### src/rtl/mem_arbiter.sv
// Two-port round-robin arbiter in front of a single synchronous memory.
// Each access takes three cycles: grant/drive (ACCESS), capture (DONE), completion pulse.
module mem_arbiter #(
   parameter int unsigned N = 16,
   parameter int unsigned A = 16
) (
   input  logic         clk,
   input  logic         reset,
   input  logic         req0,
   input  logic         req1,
   input  logic         we0,
   input  logic         we1,
   input  logic [A-1:0] addr0,
   input  logic [A-1:0] addr1,
   input  logic [N-1:0] wdata0,
   input  logic [N-1:0] wdata1,
   output logic         gnt0,
   output logic         gnt1,
   output logic         done0,
   output logic         done1,
   output logic [N-1:0] rdata0,
   output logic [N-1:0] rdata1,
   output logic [A-1:0] Address,
   output logic [N-1:0] Dout,
   input  logic [N-1:0] Din,
   output logic         RW
);

   typedef enum logic [1:0] {StIdle, StAccess, StDone} state_e;

   state_e         state_q, state_d;
   logic           ptr_q, ptr_d;
   logic           owner_q, owner_d;
   logic           rd_q, rd_d;
   logic [A-1:0]   addr_q, addr_d;
   logic [N-1:0]   dout_q, dout_d;
   logic           rw_q, rw_d;
   logic           gnt0_q, gnt0_d;
   logic           gnt1_q, gnt1_d;
   logic           done0_q, done0_d;
   logic           done1_q, done1_d;
   logic [N-1:0]   rdata0_q, rdata0_d;
   logic [N-1:0]   rdata1_q, rdata1_d;
   logic           pick;
   logic           pick_we;

   // Pointer only matters on a tie; a lone requester always wins.
   always_comb begin
      pick    = (req0 && req1) ? ptr_q : req1;
      pick_we = pick ? we1 : we0;
   end

   always_comb begin
      state_d  = state_q;
      ptr_d    = ptr_q;
      owner_d  = owner_q;
      rd_d     = rd_q;
      addr_d   = addr_q;
      dout_d   = dout_q;
      rw_d     = 1'b1;
      gnt0_d   = 1'b0;
      gnt1_d   = 1'b0;
      done0_d  = 1'b0;
      done1_d  = 1'b0;
      rdata0_d = rdata0_q;
      rdata1_d = rdata1_q;
      unique case (state_q)
         StIdle: begin
            if (req0 || req1) begin
               addr_d  = pick ? addr1 : addr0;
               dout_d  = pick ? wdata1 : wdata0;
               rw_d    = ~pick_we;
               rd_d    = ~pick_we;
               owner_d = pick;
               ptr_d   = ~pick;
               gnt0_d  = ~pick;
               gnt1_d  = pick;
               state_d = StAccess;
            end
         end
         StAccess: begin
            state_d = StDone;
         end
         StDone: begin
            // Din now reflects the address the memory sampled at the end of ACCESS.
            if (rd_q) begin
               if (owner_q) rdata1_d = Din;
               else         rdata0_d = Din;
            end
            done0_d = ~owner_q;
            done1_d = owner_q;
            state_d = StIdle;
         end
         default: state_d = StIdle;
      endcase
   end

   always_ff @(posedge clk or posedge reset) begin
      if (reset) begin
         state_q  <= StIdle;
         ptr_q    <= 1'b0;
         owner_q  <= 1'b0;
         rd_q     <= 1'b0;
         addr_q   <= '0;
         dout_q   <= '0;
         rw_q     <= 1'b1;
         gnt0_q   <= 1'b0;
         gnt1_q   <= 1'b0;
         done0_q  <= 1'b0;
         done1_q  <= 1'b0;
         rdata0_q <= '0;
         rdata1_q <= '0;
      end else begin
         state_q  <= state_d;
         ptr_q    <= ptr_d;
         owner_q  <= owner_d;
         rd_q     <= rd_d;
         addr_q   <= addr_d;
         dout_q   <= dout_d;
         rw_q     <= rw_d;
         gnt0_q   <= gnt0_d;
         gnt1_q   <= gnt1_d;
         done0_q  <= done0_d;
         done1_q  <= done1_d;
         rdata0_q <= rdata0_d;
         rdata1_q <= rdata1_d;
      end
   end

   assign gnt0    = gnt0_q;
   assign gnt1    = gnt1_q;
   assign done0   = done0_q;
   assign done1   = done1_q;
   assign rdata0  = rdata0_q;
   assign rdata1  = rdata1_q;
   assign Address = addr_q;
   assign Dout    = dout_q;
   assign RW      = rw_q;

endmodule

### config.mk
export PLATFORM = sky130hd
export DESIGN_NAME = mem_arbiter
export DESIGN_NICKNAME = d
export VERILOG_FILES = /design/src/rtl/mem_arbiter.sv
export SDC_FILE = /design/constraint.sdc
export NUM_CORES = 1
export LEC_CHECK = 0
export CORE_MARGIN = 1.5
export CORE_UTILIZATION = 26
export DETAILED_ROUTE_END_ITERATION = 8
export GPL_TIMING_DRIVEN = 0
export PLACE_DENSITY_LB_ADDON = 0.2
export SLEW_MARGIN = 30
export SYNTH_ARGS = -nofsm -noshare
export SYNTH_HDL_FRONTEND = slang
export SYNTH_SLANG_ARGS = --single-unit
### constraint.sdc
create_clock -name clk -period 4.1 [get_ports clk]
set_input_delay 0.82 -clock clk [delete_from_list [all_inputs] [get_ports clk]]
set_output_delay 0.82 -clock clk [all_outputs]
set_load 0.01 [all_outputs]
-- After elaboration in Yosys (flattened, before gate mapping)
Index checks and enable logic that the tools add are counted.
- reductions and logical operators: 6
- bitwise operators: 3
- eq/ne operators: 3
- multiplexer cells: 14
- operator list (operator ; number):
    $mux W16 ; 2
    $mux W1 ; 10
    $reduce_and A3 Y1 ; 2
    $pmux W2 S2 ; 1
    $not A1 Y1 ; 3
    $eq A2 B1 Y1 const B ; 1
    $eq A2 B2 Y1 const B ; 1
    $logic_not A2 Y1 ; 1
    $mux W2 ; 1
    $ne A2 B2 Y1 const B ; 1
    $reduce_and A2 Y1 ; 1
    $logic_and A1 B1 Y1 ; 1
    $logic_or A1 B1 Y1 ; 1
- word-level logic and storage cells: 39
- register bits: 74

-- Longest topological paths before layout
- word-level depth: 6
- gate-level depth with buffers: 6
- depth with buffers taken out: 4

-- Worst setup path before layout
Ideal clock, no wire load.
- kind: input-to-reg
- start point: input req0
- end point: register addr_q[0], in the netlist Address[0]
- path slack: 2392 ps
- arrival time: 1626 ps
- setup time: 82 ps
- path buffers: 2
- stages: 6
- data required time: 4018 ps
- cells stage by stage: or2_0 buf_2 nand2_1 inv_2 buf_2 a31oi_1
- longest elaborated chain between the ends: 3
- elaborated cells on any way between the ends: 5
- those cells by class: 2 x mux; 3 x reduce/logical
- RTL lines (element ; RTL line ; source):
    start, declared ; 9 ; input logic req0,
    $logic_and A1 B1 Y1 ; 49 ; pick = (req0 && req1) ? ptr_q : req1;
    $mux W1 ; 49 ;
    $mux W16 ; 70 ; addr_d = pick ? addr1 : addr0;
    end signal, assigned ; 118 ; addr_q <= addr_d;
    end, declared ; 35 ; logic [A-1:0] addr_q, addr_d;
Parallel ways exist; a longest one is shown, timed or not.
A chain may end at the register's enable or synchronous reset.

-- Worst setup path after layout
- start point: input req1
- end point: register addr_q[9], in the netlist Address[9]
- longest elaborated chain between the ends: 3
- elaborated cells on any way between the ends: 5
- those cells by class: 2 x mux; 3 x reduce/logical
- RTL lines (element ; RTL line ; source):
    start, declared ; 10 ; input logic req1,
    $logic_and A1 B1 Y1 ; 49 ;
    $mux W1 ; 49 ;
    $mux W16 ; 70 ;
Parallel ways exist; a longest one is shown, timed or not.

==> impl_metrics.tcl <==
set metrics [dict create \
    cts-buffers-inserted 9 \
    dieArea_um2 12800 \
    io_pins 155 \
    hold_viol 0 \
    worstHoldStart "rdata1[13]$_DFFE_PP0P_" \
    syn_nets 371 \
    cap_viol_max_count 0 \
    drive_above_1_share_pct 12.5 \
    ctsRootBufferMaster "clkbuf_16" \
    synth_warnings 0 \
    areaGrowthSynthToFinish_pct 63.8 \
    max_freq_ghz 0.448 \
    setup_viol 0 \
    gr-total-overflow 0 \
    synth_edf_count 0 \
    final.min_clock_period_ps 2230 \
    setup-tns-final_ps 0 \
    drtPass1Iterations 5 \
    final_cell_mix "clkdlybuf4s50_1 (154), dfrtp_1 (73), a21oi_1 (34)" \
    worst_pin_slew_ps 541 \
    crit_chain "clkdlybuf4s50_1, clkbuf_1, clkbuf_1, nand3_1, a31oi_1" \
    critical_path.slowest_cell "clkdlybuf4s50_1" \
    syn_area_per_cell_um2 11.1 \
    ant_nets 0 \
    grt_use_total_pct 15.5 \
    grt_pass1_wl_mm 15.6 \
    crit_required_ps 4340 \
    critPathMaxStageDelay_ps 490 \
    critPathLaunchType "input pin" \
    die_w_um 113 \
    finalMaxSlewViolations 0 \
    power_density_nw_per_um2 722 \
    holdPathEnd "rdata1[13]$_DFFE_PP0P_" \
    end_kind "flop" \
    antenna_found_initial 0 \
    grt_max_degree 39 \
    clk_path_buf_depth 2 \
    rsz0062_at_grt "no" \
    grt_pass1_vias 3018 \
    ff2ff_setup_slack_ps 2400 \
    io_buffers 154 \
    die_h_um 113 \
    yosysSeqAreaShare_pct 58.5 \
    status "finished, final reports clean" \
    clock_skew_ps 5.63 \
    gp_congestion 0.774 \
    path_common_cell "clkbuf_1" \
    row_count 40 \
    dp_hpwl_mm 6.87 \
    cts_resized 0 \
    synth_cells 285 \
    hold_path.class "reg -> reg" \
    fin_crit_sh_pct 54.4 \
    final_cells 603 \
    reg2reg_from "state_q[0]$_DFFE_PP0P_" \
    synthFlopType "dfrtp_1" \
    clkLatencyLatePin_ps 320 \
    postCtsSetupRepairBufs 0 \
    holdPathStages 1 \
    vias_per_cell 4.85 \
    cts_sinks 74 \
    dpl_cell_area_um2 4910 \
    floorplan.initialDensity_pct 26.5 \
    maxSlewHeadroom_pct 64.0 \
    nets 537 \
    netlist_area_um2 3170 \
    worstPathArrival_ps 2470 \
    cp_num_buf_inv 3 \
    cts_max_level 3 \
    placed_cells 587 \
    r2r-end "Address[9]$_DFFE_PP0P_" \
    wl_per_cell_um 16.1 \
    power_uw 3740 \
    rr_worst_depth 5 \
    cts.clk_slew.worst_paths_ps 60 \
    cts_tree "yes" \
    critPathTopFamily "buffers and inverters" \
    cts-hold-fix-buffers 0 \
    core_area_um2 12000 \
    worstPathMaxFanout 10 \
    critical_path_class "in -> reg" \
    drtIter0Drc 148 \
    n_antenna_cell 0 \
    route.vias.total 2926 \
    wl_mm 9.72 \
    drc 0 \
    peakVddDrop_v 0.000203 \
    final_common_cell "clkdlybuf4s50_1" \
    async_reset_ff_share_pct 100 \
    ys_types 28 \
    power.leakage_uw 0.00205 \
    postLayoutCellArea_um2 5180 \
    synth_seq_cells 74 \
]
-- cell usage after synthesis, types with 2 or more instances --
library cell | number | area [um^2]
a31oi_1 | 33 | 206
nand2_1 | 2 | 7.51
mux2_2 | 32 | 360
nand3_1 | 32 | 160
nor2b_1 | 2 | 12.5
o21ai_0 | 33 | 165
a21oi_1 | 34 | 170
inv_1 | 2 | 7.51
buf_2 | 7 | 35.0
dfrtp_1 | 73 | 1830
clkbuf_1 | 18 | 67.6
-- logic make-up (layout without fill, tap and decap cells) --
group / count (synthesis) / after routing / synth area share [%]
compound gates: 104 / 104 / 18.1
buf+inv: 30 / 201 / 4.07
flops: 74 / 74 / 58.5
mux: 32 / 32 / 11.4
simple gates: 45 / 45 / 7.91
-- power breakdown --
part	switching, uW	total, uW	internal (uW)
combinational	757	1720	964
clock	283	728	444
sequential	198	1300	1100
total	1240	3740	2510
-- area by class of cell --
type                    count  area [um^2]
clock buffers              16          272
repair buffers            155         1560
inverters                   3         13.8
fillers                  1160         6780
plain buffers              27          118
multi-input cells         181         1180
well taps                 147          184
flip-flops and latches     74         1850
-- routing by layer --
| layer | vias to the layer above | global-route usage (%) | share of wire [%] |
|---|---|---|---|
| met1 | 1393 | 20.4 | 47 |
| met4 | 0 | 5.50 | 1.4 |
| met5 | - | 0 | 0 |
| li1 | 1389 | - | - |
| met3 | 11 | 4.61 | 8.0 |
| met2 | 133 | 24.2 | 44 |
-- registers in the layout, summed over array words and instances, names as in the netlist --
| name | count |
|---|---|
| Address | 16 |
| Dout | 16 |
| rdata0 | 16 |
| rdata1 | 16 |
| state_q | 2 |
| RW | 1 |
| done0 | 1 |
| done1 | 1 |
| gnt0 | 1 |
| gnt1 | 1 |
| owner_q | 1 |
| ptr_q | 1 |
| rd_q | 1 |
-- metrics by stage --
step	utilization, %	hold WS (ps)	worst slack (ps)
finish	43.3	503	1870
global route	43.3	524	1640
CTS	43.3	506	1860
detailed placement	41.1	493	1510
global placement	40.9	487	50.7
floorplan	-	472	1400
-- worst max-delay path by stage --
stage / start / to / slack, ps / cells after the start
6_report: req1 / Address[9]$_DFFE_PP0P_ / 1870 / 5
5_1_grt: req0 / Dout[4]$_DFFE_PP0P_ / 1640 / 5
4_1_cts: req0 / Dout[0]$_DFFE_PP0P_ / 1860 / 5
3_5_place_dp: req0 / Dout[0]$_DFFE_PP0P_ / 1510 / 5
3_3_place_gp: reset / Dout[15]$_DFFE_PP0P_ / 50 / 2
2_1_floorplan: reset / Address[0]$_DFFE_PP0P_ / 1400 / 1
Power figures use the tool's default switching activity.
